**config.mk**
```make
export PLATFORM = sky130hd
export DESIGN_NAME = ex_mem_pipe
export DESIGN_NICKNAME = d
export VERILOG_FILES = /design/src/rtl/ex_mem_pipe.sv
export SDC_FILE = /design/constraint.sdc
export NUM_CORES = 1
export LEC_CHECK = 0
export BUFFER_PORTS_ARGS = -buffer_cell sky130_fd_sc_hd__buf_2
export CAP_MARGIN = 20
export CORE_AREA = 4 4 171 173
export DETAILED_ROUTE_END_ITERATION = 7
export DIE_AREA = 0 0 175 177
export PLACE_DENSITY = 0.51
export SLEW_MARGIN = 5
export SYNTH_ARGS = -nofsm -noshare
export SYNTH_HDL_FRONTEND = slang
export SYNTH_SLANG_ARGS = --single-unit
```
**constraint.sdc**
```tcl
create_clock -name clk -period 1.8 [get_ports clk]
set_input_delay 0.36 -clock clk [delete_from_list [all_inputs] [get_ports clk]]
set_output_delay 0.36 -clock clk [all_outputs]
set_load 0.02 [all_outputs]
```
**src/rtl/ex_mem_pipe.sv**
```systemverilog
// EX/MEM pipeline register: stall hold/bubble, flush, HI/LO transport, multi-cycle scratch feedback.
// Optional perf counters when EX_MEM_PIPE_PERF_EN is defined; otherwise perf_* are tied to 0.
module ex_mem_pipe #(
  parameter int REG_ADDR_W = 5,
  parameter int DATA_W     = 32,
  parameter int CNT_W      = 2
) (
  input  logic                  clk,
  input  logic                  rst,
  input  logic                  stall_ex,
  input  logic                  stall_mem,
  input  logic                  flush,
  input  logic                  ex_valid,
  input  logic [REG_ADDR_W-1:0] ex_wd,
  input  logic                  ex_wreg,
  input  logic [DATA_W-1:0]     ex_wdata,
  input  logic                  ex_whilo,
  input  logic [DATA_W-1:0]     ex_hi,
  input  logic [DATA_W-1:0]     ex_lo,
  input  logic [2*DATA_W-1:0]   hilo_i,
  input  logic [CNT_W-1:0]      cnt_i,
  output logic                  mem_valid,
  output logic [REG_ADDR_W-1:0] mem_wd,
  output logic                  mem_wreg,
  output logic [DATA_W-1:0]     mem_wdata,
  output logic                  mem_whilo,
  output logic [DATA_W-1:0]     mem_hi,
  output logic [DATA_W-1:0]     mem_lo,
  output logic [2*DATA_W-1:0]   hilo_o,
  output logic [CNT_W-1:0]      cnt_o,
  output logic [31:0]           perf_bubble,
  output logic [31:0]           perf_hold,
  output logic [31:0]           perf_flush
);

  logic do_bubble;
  logic do_hold;

  assign do_bubble = stall_ex && !stall_mem;
  assign do_hold   = stall_mem;

  always_ff @(posedge clk) begin
    if (rst || flush || do_bubble) begin
      mem_valid <= 1'b0;
      mem_wd    <= '0;
      mem_wreg  <= 1'b0;
      mem_wdata <= '0;
      mem_whilo <= 1'b0;
      mem_hi    <= '0;
      mem_lo    <= '0;
    end else if (!do_hold) begin
      // Invalid instructions still carry their fields but must not write anything.
      mem_valid <= ex_valid;
      mem_wd    <= ex_wd;
      mem_wreg  <= ex_wreg && ex_valid;
      mem_wdata <= ex_wdata;
      mem_whilo <= ex_whilo && ex_valid;
      mem_hi    <= ex_hi;
      mem_lo    <= ex_lo;
    end
  end

  // Scratch survives only while EX iterates (bubble) or the stage is frozen (hold).
  always_ff @(posedge clk) begin
    if (rst || flush) begin
      hilo_o <= '0;
      cnt_o  <= '0;
    end else if (do_bubble) begin
      hilo_o <= hilo_i;
      cnt_o  <= cnt_i;
    end else if (!do_hold) begin
      hilo_o <= '0;
      cnt_o  <= '0;
    end
  end

`ifdef EX_MEM_PIPE_PERF_EN
  always_ff @(posedge clk) begin
    if (rst) begin
      perf_bubble <= '0;
      perf_hold   <= '0;
      perf_flush  <= '0;
    end else if (flush) begin
      if (perf_flush != 32'hFFFF_FFFF) perf_flush <= perf_flush + 32'd1;
    end else if (do_bubble) begin
      if (perf_bubble != 32'hFFFF_FFFF) perf_bubble <= perf_bubble + 32'd1;
    end else if (do_hold) begin
      if (perf_hold != 32'hFFFF_FFFF) perf_hold <= perf_hold + 32'd1;
    end
  end
`else
  assign perf_bubble = '0;
  assign perf_hold   = '0;
  assign perf_flush  = '0;
`endif

endmodule

```
**Word level (Yosys, flattened, before mapping)**

Index checks and enable logic that the tools add are counted.

- Latch bits: 0
- Word-level logic and storage cells: 20
- Memories: 0
- Output and inout bits: 266
- Bits in registers: 170
- Memory bits (writable): 0
- Memory bits (read-only): 0
- Input bits: 175

- Multiplexer cells: 4
- Magnitude comparators: 0
- Divide/modulo/power cells: 0
- Multipliers: 0
- Shift operators: 0
- Add/sub/neg operators: 0
- Reduce and logical (&&, ||, !) cells: 6
- Bitwise logic cells: 0
- Eq/ne operators: 1

Operator list:

| kind | count |
|---|---|
| $mux W64 | 2 |
| $mux W2 | 2 |
| $logic_and A1 B1 Y1 | 3 |
| $logic_or A1 B1 Y1 | 2 |
| $ne A2 B1 Y1 const B | 1 |
| $logic_not A1 Y1 | 1 |

**Depth between registers and ports, before layout**

Gate-level depths: netlist of run 1.

- Depth in word-level cells: 3
- Depth in mapped cells: 6
- Gate-level depth less buffers: 2

**Worst setup path before layout of run 1**

Ideal clock, no wire load.

- Kind: in2reg
- From: in flush
- To: reg mem_hi[25]
- Setup time: 0.073 ns
- Path slack: 0.607 ns
- Cell stages on the path: 5
- Buffers on the path: 3
- Data arrival time: 1.120 ns
- Required time: 1.727 ns
- Path through: or2_1 -> buf_6 -> buf_6 -> buf_6 -> nor3_2

- Longest elaborated chain between the ends: 2

Ends and longest elaborated chain:

| element | line | text |
|---|---|---|
| start, declared | 12 | `input logic flush,` |
| $logic_or A1 B1 Y1 (2 in a row) | 43 | `if (rst \|\| flush \|\| do_bubble) begin` |
| end signal, assigned | 58 | `mem_hi <= ex_hi;` |
| end, declared | 27 | `output logic [DATA_W-1:0] mem_hi,` |

Every way passes these cells.
A chain may end at the register's enable or synchronous reset.

**Final worst setup path of run 1**

- From: reg mem_hi[0]
- To: out mem_hi[0]

No word-level cell between the ends.

==> flow_summary.toml, run 1 <==
[clock_network]
clkSlewWorstSetupHoldPaths_ns = 0.08
clock_insertion_delay_worst_skew_ns = 0.41
cts_num_sinks = 170
cts_hold_repair.buffers = 0
tritoncts_clock_tree = "yes"
cts_buffers = 17
postCtsResizedCells = 0
clockBufferDepth = 2
clock-root-buffer = "clkbuf_16"
cts_htree_levels = 4
post_cts_buffers = 0

[cells_and_area]
nNetsFinal = 1234
fin_area_um2 = 9630
finish.cell_count_without_fillers = 1451
area.growth.synth_to_final_pct = 31.3
mostFrequentLayoutCells = "343 x buf_2, 170 x dfxtp_1, 102 x mux2i_1, 96 x conb_1"
drive_gt1_frac = 0.402
n_fill_cell = 2947
most_frequent_standard_cell_in_the_layout_excluding_fill_and_tap_cells = "buf_2"

[floorplanning]
die-height_um = 177
core_area_um2 = 27600
io-pin-count = 441
rows = 61
die_width_um = 175
floorplan.initialDensity = 0.266
floorplan.die_area_um2 = 31000

[logic_synthesis]
avg_synthesized_cell_area_um2 = 9.89
yosys_warnings = 0
yosysUniqueCellTypes = 16
ys_seq_elements = 170
synth.yosys.seq_area_share = 0.464
syn-instance-count = 742
synthesis.area_um2 = 7340

[placed_design]
post-dp-hpwl_um = 15600
place_inst = 1418
globalplace.congestion = 0.736
placement.io_buffers = 344
placement.cell_area_um2 = 9050

[timing]
timing_max_transition_violations_final = 0
timing.fmax_mhz = 753
finalWorstPathRequiredPeriod_ns = 1.33
final.setup_skew_ns = 0
fin_setup_tns_ns = 0
timing.final.setup_violations = 0
final_hold_vios = 0
final.period_utilization = 0.738
setup_repair_after_global_routing_missed_its_margin = "no"

[min_path]
worst_hold_check_path_type = "input port to flip-flop"

[worst_setup_path]
slowest_stage = "dfxtp_1"
sequence_of_cells_on_the_critical_path = "buf_2"
required_ns = 1.44
cp_num_buf_inv = 1
rrSetupSlack_ns = 1.13
type_of_the_worst_setup_path = "flip-flop to output pin"
cell_family_with_the_largest_share_of_critical_path_delay = "flip-flops"
path_max_fanout = 2
end_kind = "output pin"
worst-endpoint-arrival_ns = 0.97
timing.critical_path.from_type = "flip-flop"
cp_slowest_stage_delay_ns = 0.36

[global_routing]
aggregate_global_routing_overflow = 0
number_of_global_route_vias_before_repair = 5724
grt_first_pass_wirelength_um = 31900
antenna_found_initial = 0
largest_net_degree_at_the_start_of_global_routing = 83
groute.usage.overall = 0.128

[power_and_ir_drop]
power.leakage_nw = 4.60
worst_ir_drop_vdd_mv = 0.472
power_density_nw_per_um2 = 907

[routing]
vias = 6004
drt_iter0_drc = 300
wire_per_inst_um = 14.9
vias_per_instance = 4.14
drtPass1Iterations = 4
drt.antenna.violating_nets = 0
drcViolationCount = 0
wl_um = 21600

[outcome]
status = "finished, final reports clean"

[flow_run]
drv.max_cap_violation_count = 0
## Yosys cell counts (all sizes together)
cell      n  area, µm²
a211oi    2       15.0
a21oi    66        330
buf     142       1030
clkbuf   19       71.3
conb      1       3.75
dfxtp   170       3400
mux2i   102       1020
nand2    68        255
nand3b   68        510
nor2b     1       6.26
nor3    102        681
or2       1       6.26
## report_power, final
group          switching [W]  internal (W)
Clock                0.00171       0.00197
Sequential         0.0000451       0.00385
Combinational       0.000733      0.000423
Total                0.00249       0.00625
## path summary, 6_finish.rpt
kind	start	endpoint	cells after the start
worst max-delay path	mem_hi[0]	mem_hi[0]	1
worst min-delay path	ex_wdata[6]	mem_wdata[6]	3
worst max register to register	mem_whilo	mem_whilo	2
worst min register to register	hilo_o[43]	hilo_o[43]	2
## cells by family after synthesis
group                  count (synthesis)  synth area share
AND/OR/NAND/NOR                      240             0.199
flip-flops                           170             0.464
buffers and inverters                161             0.150
multiplexers                         102             0.139
AO/OA/AOI/OAI                         68            0.0471
other                                  1          0.000511
## sequential cells by signal (all words and copies together) (netlist names), 2 cells and up
name       count
hilo_o        64
mem_wd         5
mem_wdata     32
mem_hi        32
cnt_o          2
mem_lo        32
## through the flow
stage                     hold WS (ns)  power, W  setup WS [ns]  utilization
after global placement           0.445   0.00514          0.336        0.328
after detailed placement         0.448   0.00515          0.322        0.328
final                            0.205   0.00874          0.472        0.349
after floorplan                  0.526   0.00490          0.607            -
after CTS                        0.171   0.00891          0.424        0.349
after global routing             0.181   0.00912          0.398        0.349
## area by class of cell
cell class	instances	area (µm²)	share of cell area
diodes	1	2.50	0.000260
clock buffers	18	429	0.0446
clock inverters	14	149	0.0155
multi-input cells	506	3200	0.332
flip-flops and latches	170	3400	0.353
well taps	378	473	0.0491
repair buffers	364	1980	0.206
## metal layers
layer,up-vias,share of wire,global-route usage
met1,2761,0.41,0.151
li1,2978,-,-
met2,248,0.50,0.223
met5,-,0,0
met3,17,0.077,0.0408
met4,0,0.017,0.0412
Power figures use the tool's default switching activity.
==> inputs of run 2 (changes only) <==
- clock period: 1.8 -> 1.25 ns (I/O delays scaled with it)
==> run 2 against run 1 <==
  * Routed wire length shrank 0.59%
  * Die area is the same
  * Worst setup slack lost 0.43 ns
  * Register-to-register slack lost 0.56 ns
  * Critical path type unchanged
  * Largest power group unchanged
==> flow_summary.toml, run 2 (synthesis gave the netlist of run 1 again) <==
[timing]
timing.final.setup_violations = 0
final.setup_skew_ns = 0
final_hold_vios = 0
timing_max_transition_violations_final = 0
worst_slack_ns = 0.0472
finalWorstPathRequiredPeriod_ns = 1.20
timing.fmax_mhz = 831
fin_setup_tns_ns = 0
final.period_utilization = 0.962
minimum_hold_slack_ns = 0.0894

[cells_and_area]
mostFrequentLayoutCells = "309 x buf_2, 163 x dfxtp_1, 102 x mux2i_1, 96 x conb_1"
top_register = "hilo_o"
register_area_um2 = 3410
n_fill_cell = 2873
drive_gt1_frac = 0.416
n_antenna_cell = 0
area.growth.synth_to_final_pct = 35.1
largest_reg_flops = 64
finalCoreUtilization = 0.359
multi_input_comb_area_um2 = 3200
most_frequent_standard_cell_in_the_layout_excluding_fill_and_tap_cells = "buf_2"
finish.cell_count_without_fillers = 1462
nNetsFinal = 1246

[power_and_ir_drop]
worst_ir_drop_vdd_mv = 0.674
power.leakage_nw = 4.70
power_density_nw_per_um2 = 1280

[worst_setup_path]
type_of_the_worst_setup_path = "flip-flop to output pin"
cell_family_with_the_largest_share_of_critical_path_delay = "flip-flops"
sequence_of_cells_on_the_critical_path = "buf_2"
slowest_stage = "dfxtp_1"
worst_r2r_path_depth = 2
timing.critical_path.from_type = "flip-flop"
path_max_fanout = 2
worst-path-stages = 1
end_kind = "output pin"
required_ns = 1.00
cp_num_buf_inv = 1
worst-endpoint-arrival_ns = 0.95
cp_slowest_stage_delay_ns = 0.35

[routing]
wire_per_inst_um = 14.7
drt_iter0_drc = 211
vias_per_instance = 4.12
drtPass1Iterations = 4
wl_um = 21500
vias = 6028
drt.antenna.violating_nets = 0
drcViolationCount = 0

[placed_design]
place_inst = 1430
globalplace.congestion = 0.773
pre_cts_ws_ns = 0.00219
placement.io_buffers = 344
post-dp-hpwl_um = 15900

[global_routing]
grt_first_pass_wirelength_um = 32400
number_of_global_route_vias_before_repair = 5852
groute.usage.overall = 0.130
aggregate_global_routing_overflow = 0
largest_net_degree_at_the_start_of_global_routing = 77
antenna_found_initial = 0

[clock_network]
cts_num_sinks = 170
tritoncts_clock_tree = "yes"
clockBufferDepth = 2
clock_insertion_delay_worst_skew_ns = 0.42
cts_htree_levels = 4
cts_buffers = 17
cts_hold_repair.buffers = 0
clock-root-buffer = "clkbuf_16"
post_cts_buffers = 0
clkSlewWorstSetupHoldPaths_ns = 0.08

[min_path]
worst_hold_check_path_type = "input port to flip-flop"
hold_depth = 3

[floorplanning]
floorplan.initialDensity = 0.266
io-pin-count = 441
die-height_um = 177
die_width_um = 175
floorplan.die_area_um2 = 31000
core_area_um2 = 27600
rows = 61

[outcome]
status = "finished, final reports clean"

[flow_run]
drv.max_cap_violation_count = 0
[run 2: changes by cell type in the layout (fill, tap and decap cells not counted), moves of 4 or more]
cell / delta
clkinv_8: +4
buf_12: +6
dfxtp_1: -7
buf_2: -34
dfxtp_2: +7
buf_4: +39
[run 2: what timing repair did]
action,CTS,global route
resized for setup,2,43
setup endpoints to repair,2,33
cloned,0,0
[run 2: path summary, 6_finish.rpt]
| kind | from | to | slack [ns] |
|---|---|---|---|
| max | mem_lo[24] | mem_lo[24] | 0.05 |
| min | ex_wdata[18] | mem_wdata[18] | 0.09 |
| max reg2reg | mem_wd[0] | mem_wd[0] | 0.57 |
| min reg2reg | hilo_o[56] | hilo_o[56] | 0.46 |
[run 2: worst reg2reg max path: stages, from the launching register on]
cell	delay, ns
dfxtp_2	0.34
mux2i_1	0.15
nor3_1	0.06
[run 2: metal layers]
layer  track usage  up-vias  wire (µm)
met4        0.0376        0        333
met1         0.162     2749       9180
met3        0.0359       17       1410
li1              -     3010          -
met5             0        -          0
met2         0.222      252      10600
[run 2: cell type report]
cell class,count,share of cell area
multi-input cells,506,0.323
flip-flops and latches,170,0.344
clock inverters,15,0.0172
clock buffers,17,0.0429
well taps,378,0.0477
repair buffers,376,0.225
[run 2: where the power goes]
part,switching [W],leakage [nW],internal [W]
clock network,0.00265,0.293,0.00271
registers,0.0000665,1.38,0.00555
logic,0.00107,3.03,0.000673
[run 2: through the flow]
stage,instance area (µm²),power [W]
global route,9910,0.0133
detailed placement,9220,0.00747
finish,9910,0.0127
CTS,9820,0.0129
floorplan,7690,0.00706
global placement,9220,0.00747
==> inputs of run 3 (changes only) <==
- CELL_PAD_IN_SITES_DETAIL_PLACEMENT: not set -> 1
- CELL_PAD_IN_SITES_GLOBAL_PLACEMENT: not set -> 2
- CORE_AREA: 4 4 171 173 -> not set
- CORE_MARGIN: not set -> 4
- CORE_UTILIZATION: not set -> 24
- DIE_AREA: 0 0 175 177 -> not set
- PLACE_DENSITY: 0.51 -> not set
- PLACE_DENSITY_LB_ADDON: not set -> 0.1
==> run 3 against run 2 <==
  * Register-to-register slack about the same
  * Sequential power about the same
  * Combinational power up 2%
  * Worst setup slack worse by 0.0011 ns
  * Final area up 1.4%
  * Core utilization down 2.2 points
  * Via count up 2.5%
  * First-iteration DRC count up 6.6%
  * Worst hold slack worse by 0.0084 ns
  * Non-clock buffer count down 4
  * Critical path depth unchanged
==> flow_summary.toml, run 3 (synthesis gave the netlist of run 1 again) <==
[power_and_ir_drop]
worst_ir_drop_vdd_mv = 0.796
power_w = 0.0130
power_density_nw_per_um2 = 1290
power.leakage_nw = 4.69

[routing]
drcViolationCount = 0
wire_per_inst_um = 17.5
drt.antenna.violating_nets = 0
drt_iter0_drc = 225
vias_per_instance = 4.20
wl_um = 25700
drtPass1Iterations = 4
vias = 6176

[cells_and_area]
multi_input_comb_area_um2 = 3200
largest_reg_flops = 64
top_register = "hilo_o"
register_area_um2 = 3420
area.growth.synth_to_final_pct = 36.9
n_fill_cell = 3550
most_frequent_standard_cell_in_the_layout_excluding_fill_and_tap_cells = "buf_2"
fin_area_um2 = 10000
nNetsFinal = 1242
finalCoreUtilization = 0.336
drive_gt1_frac = 0.419
mostFrequentLayoutCells = "264 x buf_2, 158 x dfxtp_1, 102 x mux2i_1, 96 x conb_1, 85 x buf_4"

[clock_network]
clockBufferDepth = 2
clock-root-buffer = "clkbuf_16"
clock_insertion_delay_worst_skew_ns = 0.43
cts_htree_levels = 4
clkSlewWorstSetupHoldPaths_ns = 0.08
cts_buffers = 17
tritoncts_clock_tree = "yes"
cts_num_sinks = 170

[placed_design]
globalplace.congestion = 0.702
placement.io_buffers = 344
placement.cell_area_um2 = 9220
post-dp-hpwl_um = 19000

[floorplanning]
die_width_um = 183
die-height_um = 183
rows = 63
io-pin-count = 441
floorplan.die_area_um2 = 33400
core_area_um2 = 29900
floorplan.initialDensity = 0.246

[timing]
minimum_hold_slack_ns = 0.0810
finalWorstPathRequiredPeriod_ns = 1.20
final.period_utilization = 0.963
timing_max_transition_violations_final = 0
timing.fmax_mhz = 831
final_hold_vios = 0
final.setup_skew_ns = 0
fin_setup_tns_ns = 0
setup_repair_after_global_routing_missed_its_margin = "no"
timing.final.setup_violations = 0

[worst_setup_path]
slowest_stage = "dfxtp_1"
end_kind = "output pin"
required_ns = 1.00
timing.critical_path.from_type = "flip-flop"
cell_family_with_the_largest_share_of_critical_path_delay = "flip-flops"
sequence_of_cells_on_the_critical_path = "clkbuf_4"
worst-endpoint-arrival_ns = 0.95
cp_num_buf_inv = 1
cp_slowest_stage_delay_ns = 0.34
type_of_the_worst_setup_path = "flip-flop to output pin"
path_max_fanout = 2
worst_setup_path_startpoint = "mem_valid"
worstReg2RegStart = "mem_hi[21]"

[global_routing]
grt_first_pass_wirelength_um = 38400
aggregate_global_routing_overflow = 0
largest_net_degree_at_the_start_of_global_routing = 55
antenna_found_initial = 7
groute.usage.overall = 0.147
number_of_global_route_vias_before_repair = 6362

[min_path]
worst_hold_check_path_type = "input port to flip-flop"
hold_path_startpoint = "hilo_i[33]"

[outcome]
status = "finished, final reports clean"

[flow_run]
drv.max_cap_violation_count = 0
## run 3: changes by cell type in the layout (fill, tap and decap cells not counted), moves of 2 or more
cell       before  now
clkinv_8        4    0
dfxtp_1       163  158
dfxtp_2         7   12
clkbuf_4        1    5
buf_2         309  264
buf_4          51   85
bufinv_16       0    2
buf_6           0    2
## run 3: routing by layer
metal / up-vias / wire length (µm) / global-route usage
met5: - / 68 / 0
met4: 10 / 183 / 0.0355
met3: 21 / 2440 / 0.0664
met2: 242 / 12500 / 0.242
met1: 2909 / 10500 / 0.175
li1: 2994 / - / -
## run 3: per-stage QoR
step,setup WS (ns),cells
after detailed placement,0.0200,1438
after CTS,0.000206,1470
after global placement,0.0494,1438
after global routing,0.000117,1471
final,0.0461,1471
after floorplan,0.167,837
## run 3: repair_timing
action,CTS,global route
hold buffers,0,0
setup buffers,0,0
resized for setup,14,96
hold endpoints to repair,0,0
setup endpoints to repair,13,71
## run 3: cell type report
type	count	share of cell area
multi-input cells	506	0.318
clock inverters	15	0.0181
well taps	390	0.0486
flip-flops and latches	170	0.340
diodes	1	0.000249
repair buffers	372	0.232
clock buffers	17	0.0424
## run 3: worst paths after layout
kind	endpoint	slack [ns]	depth (start not counted)
setup / recovery	mem_valid	0.05	1
hold / removal	hilo_o[33]	0.08	3
setup reg to reg	mem_hi[21]	0.58	2
hold reg to reg	hilo_o[1]	0.46	2
## run 3: power by group
group	internal, W	switching [W]
registers	0.00555	0.0000688
logic	0.000690	0.00109
clock network	0.00305	0.00256
total	0.00928	0.00372
